File: src/rtl/pipeline_stall_controller.sv
// Pipeline stall/flush controller: converts hazard, branch and memory-wait
// conditions into freeze/bubble/flush controls and keeps performance counters.
module pipeline_stall_controller #(
   parameter int MEM_TIMEOUT = 15,
   parameter int CNT_W       = 16
) (
   input  logic             clk,
   input  logic             rst_n,
   input  logic             hazard_detected,
   input  logic             branch_taken,
   input  logic             mem_access,
   input  logic             sram_ready,
   input  logic             clear_counters,
   output logic             freeze_front,
   output logic             bubble_id_exe,
   output logic             flush_front,
   output logic             freeze_all,
   output logic [1:0]       state,
   output logic             mem_timeout,
   output logic [CNT_W-1:0] stall_count,
   output logic [CNT_W-1:0] flush_count
);

   typedef enum logic [1:0] {
      RUN      = 2'd0,
      MEM_WAIT = 2'd1
   } state_t;

   localparam logic [7:0]       TIMEOUT_LIM = 8'(MEM_TIMEOUT);
   localparam logic [CNT_W-1:0] CNT_MAX     = '1;

   state_t     cur_state;
   state_t     next_state;
   logic [7:0] wait_cnt;
   logic [7:0] wait_cnt_next;
   logic       timeout_hit;

   always_ff @(posedge clk) begin
      if (!rst_n) begin
         cur_state <= RUN;
         wait_cnt  <= 8'd0;
      end else begin
         cur_state <= next_state;
         wait_cnt  <= wait_cnt_next;
      end
   end

   // Controls are gated by rst_n so nothing leaks out while the core is held in reset.
   always_comb begin
      next_state    = cur_state;
      wait_cnt_next = wait_cnt;
      freeze_front  = 1'b0;
      bubble_id_exe = 1'b0;
      flush_front   = 1'b0;
      freeze_all    = 1'b0;
      timeout_hit   = 1'b0;
      if (rst_n) begin
         case (cur_state)
            RUN: begin
               if (mem_access && !sram_ready) begin
                  freeze_all    = 1'b1;
                  freeze_front  = 1'b1;
                  next_state    = MEM_WAIT;
                  wait_cnt_next = 8'd1;
               end else if (branch_taken) begin
                  flush_front = 1'b1;
               end else if (hazard_detected) begin
                  freeze_front  = 1'b1;
                  bubble_id_exe = 1'b1;
               end
            end
            MEM_WAIT: begin
               // Completion wins over timeout when both land in the same cycle.
               if (sram_ready) begin
                  next_state    = RUN;
                  wait_cnt_next = 8'd0;
               end else if (wait_cnt < TIMEOUT_LIM) begin
                  freeze_all    = 1'b1;
                  freeze_front  = 1'b1;
                  wait_cnt_next = wait_cnt + 8'd1;
               end else begin
                  timeout_hit   = 1'b1;
                  next_state    = RUN;
                  wait_cnt_next = 8'd0;
               end
            end
            default: begin
               next_state    = RUN;
               wait_cnt_next = 8'd0;
            end
         endcase
      end
   end

   assign state = cur_state;

   // Saturating counters; clear_counters overrides any increment in the same cycle.
   always_ff @(posedge clk) begin
      if (!rst_n || clear_counters) begin
         stall_count <= '0;
         flush_count <= '0;
         mem_timeout <= 1'b0;
      end else begin
         if ((freeze_front || freeze_all) && (stall_count != CNT_MAX))
            stall_count <= stall_count + 1'b1;
         if (flush_front && (flush_count != CNT_MAX))
            flush_count <= flush_count + 1'b1;
         if (timeout_hit)
            mem_timeout <= 1'b1;
      end
   end

endmodule

File: config.mk
export PLATFORM = sky130hd
export DESIGN_NAME = pipeline_stall_controller
export DESIGN_NICKNAME = d
export VERILOG_FILES = /design/src/rtl/pipeline_stall_controller.sv
export SDC_FILE = /design/constraint.sdc
export NUM_CORES = 1
export LEC_CHECK = 0
export CORE_MARGIN = 2
export CORE_UTILIZATION = 54
export DETAILED_ROUTE_END_ITERATION = 6
export PLACE_DENSITY = 0.85
export SYNTH_ARGS = -nofsm -noshare
export SYNTH_HDL_FRONTEND = slang
export SYNTH_SLANG_ARGS = --single-unit
File: constraint.sdc
create_clock -name clk -period 4.55 [get_ports clk]
set_input_delay 1.365 -clock clk [delete_from_list [all_inputs] [get_ports clk]]
set_output_delay 1.365 -clock clk [all_outputs]
set_load 0.005 [all_outputs]
==> flow_metrics.env <==
export IMPL_status="complete, no violations"
export IMPL_required_ps=3180
export IMPL_min_path_cells=2
export IMPL_met1_usage_pct=27.1
export IMPL_synth_seq_area_share_pct=40.4
export IMPL_crit_path_end_kind="primary output"
export IMPL_yosysMostFrequentCell="dfxtp_1"
export IMPL_final_hold_viol_count=0
export IMPL_detail_route_iter0_violations=142
export IMPL_reg2reg_depth=6
export IMPL_synth_edff_count=0
export IMPL_start_util_pct=56.5
export IMPL_antenna_left=0
export IMPL_syn_area_mm2=0.00208
export IMPL_hpwl_um=3250
export IMPL_grt_pass1_wl_um=7680
export IMPL_finalCriticalPeriod_ps=4440
export IMPL_core_mm2=0.00369
export IMPL_r2r_end="stall_count[11]$_SDFFE_PP0P_"
export IMPL_drv_slew=0
export IMPL_cts_setup_buffers=0
export IMPL_vias=1974
export IMPL_clkLatencyLatePin_ps=290
export IMPL_cellPowerDensity_mw_per_mm2=248
export IMPL_slew_headroom_pct=28.5
export IMPL_cts_tree="yes"
export IMPL_path_clk_slew_ps=70
export IMPL_rsz0062_at_grt="no"
export IMPL_layout_nets=299
export IMPL_drive_above_1_share_pct=7.93
export IMPL_grt_ovfl_total=0
export IMPL_fp_dieW_um=66.1
export IMPL_die_area_mm2=0.00437
export IMPL_setup_tns_ps=0
export IMPL_vias_per_cell=5.84
export IMPL_first_global_vias=1779
export IMPL_ys_flop_type="dfxtp_1"
export IMPL_htree_levels=2
export IMPL_crit_type="in -> out"
export IMPL_cts_buffers=5
export IMPL_hp_class="reg -> reg"
export IMPL_fp_row_count=22
export IMPL_drc=0
export IMPL_grt_busiest_layer="met2"
export IMPL_synth_top_cell_area_share_pct=40.4
export IMPL_clock_sinks=42
export IMPL_wirelength_um=4570
export IMPL_yosysTopAreaCell="dfxtp_1"
export IMPL_finalWeightedCongestion=0.824
export IMPL_dr_pass1_iters=6
export IMPL_maxCapViolations=0
export IMPL_rr_startpoint="state[0]$_SDFFE_PN0P_"
export IMPL_placed_area_mm2=0.00258
export IMPL_vdd_drop_max_mv=0.169
export IMPL_finalClockSkew_ps=6.18
export IMPL_io_buffers=44
export IMPL_cp_max_fo=8
export IMPL_design_power_total_mw=0.665
export IMPL_post_cts_resized=0
export IMPL_grt_use_met2_pct=38.9
export IMPL_worstHoldEndpoint="mem_timeout$_SDFFE_PP0P_"
export IMPL_setup_viol=0
export IMPL_cts_hold_buffers=0
export IMPL_clockRootBuffer="clkbuf_8"
export IMPL_fin_area_mm2=0.00268
export IMPL_diodes=0
export IMPL_boundaryPins=46
export IMPL_cts_buffer_depth=2
export IMPL_synth_nets=251
export IMPL_die_h_um=66.1
export IMPL_grt_use_met3_pct=4.26
export IMPL_grt_usage_pct=22.4
export IMPL_worstMarginPinSlew_ps=1070
export IMPL_r2r_setup_slack_ps=2390
export IMPL_period_share_pct=97.6
export IMPL_antenna_found_initial=0
export IMPL_ys_async_sr_fraction_pct=0
export IMPL_netlist_instances=241
export IMPL_grt_start_max_net_pins=33
export IMPL_worstPathArrival_ps=3070
export IMPL_post_drt_wl_per_cell_um=13.5
export IMPL_ys_warn_count=0
export IMPL_start_kind="primary input"
export IMPL_synth_top_cells_by_area="dfxtp_1 40%, nor2_1 5.9%, xnor2_1 5.0%"
export IMPL_max_freq_ghz=0.225
export IMPL_syn_avg_cell_area_um2=8.64
export IMPL_ys_ff_latch=42
export IMPL_synth_commonest_cells="42 x dfxtp_1, 33 x nor2_1, 19 x nand2_1, 14 x and3_1, 13 x a21oi_1"
export IMPL_leakage_nw=0.998
export IMPL_synth_distinct_cells=49
export IMPL_syn2layout_area_growth_pct=28.5
export IMPL_hold_start="mem_timeout$_SDFFE_PP0P_"
## worst max-delay path, stage by stage
cell	delay, ps
clkdlybuf4s50_1	600
inv_2	70
o32a_4	360
nor2_1	150
clkdlybuf4s50_1	540
## cell families (layout without fill, tap and decap cells)
| kind of cell | count (synthesis) | in the layout | share of synthesized area (%) |
|---|---|---|---|
| AOI/OAI and AO/OA | 37 | 37 | 12.8 |
| xor gates and xnor gates | 15 | 15 | 6.31 |
| adders and majority gates | 3 | 3 | 1.80 |
| buffers and inverters | 12 | 61 | 2.46 |
| DFF | 42 | 42 | 40.4 |
| muxes | 4 | 4 | 1.92 |
| other | 1 | 1 | 0.180 |
| and+or+nand+nor | 127 | 127 | 34.2 |
## through the flow
step | instances | hold WS (ps) | setup slack, ps | utilization, %
global route | 338 | 517 | 47.3 | 72.6
CTS | 338 | 481 | 107 | 72.6
global placement | 330 | 451 | 131 | 70.1
floorplan | 241 | 459 | 1170 | -
detailed placement | 330 | 463 | 110 | 70.1
finish | 338 | 470 | 111 | 72.6
## cells in the final DEF, fill, tap and decap left out, drive strengths merged, types with 3 or more instances in the layout
master	synthesis	routed
a41o	4	4
mux2i	4	4
xnor2	12	12
clkdlybuf4s50	0	44
ha	3	3
or3	4	4
inv	4	4
and4	7	7
nand3	7	7
nand4	8	8
a21oi	13	13
nor2	33	33
xor2	3	3
o21ai	4	4
nand2	19	19
and2	6	6
clkbuf	3	7
a31oi	4	4
nor3	5	5
and3	14	14
buf	5	5
dfxtp	42	42
nor4	8	8
or2	3	3
## worst max-delay path by stage
| stage | depth (start not counted) | slack, ps | from | end |
|---|---|---|---|---|
| floorplan | 3 | 1170 | branch_taken | freeze_front |
| global placement | 5 | 130 | rst_n | freeze_front |
| detailed placement | 5 | 110 | rst_n | freeze_front |
| CTS | 5 | 110 | rst_n | freeze_front |
| global route | 5 | 50 | rst_n | freeze_front |
| finish | 5 | 110 | rst_n | freeze_front |
## registers in the layout, summed over array words and instances (netlist names)
name         flops
state            1
stall_count     16
wait_cnt         8
flush_count     16
mem_timeout      1
## layer usage
| layer | share of wire, % | vias up |
|---|---|---|
| met5 | 0 | - |
| met4 | 1.3 | 0 |
| met3 | 4.6 | 7 |
| met2 | 49 | 59 |
| met1 | 45 | 924 |
| li1 | - | 984 |
## cell type report
type,instances,area (um^2)
fillers,307,1010
multi-input cells,187,1190
inverters,4,15.0
clock buffers,7,86.3
repair buffers,49,478
clock inverters,1,5.00
flip-flops and latches,42,841
well taps,48,60.1
## power breakdown
group          switching, mW  internal (mW)  leakage, nW
clock network          0.124          0.122       0.0482
logic                 0.0236         0.0222        0.611
registers            0.00338          0.369        0.339
(Power assumes the default switching activity.)
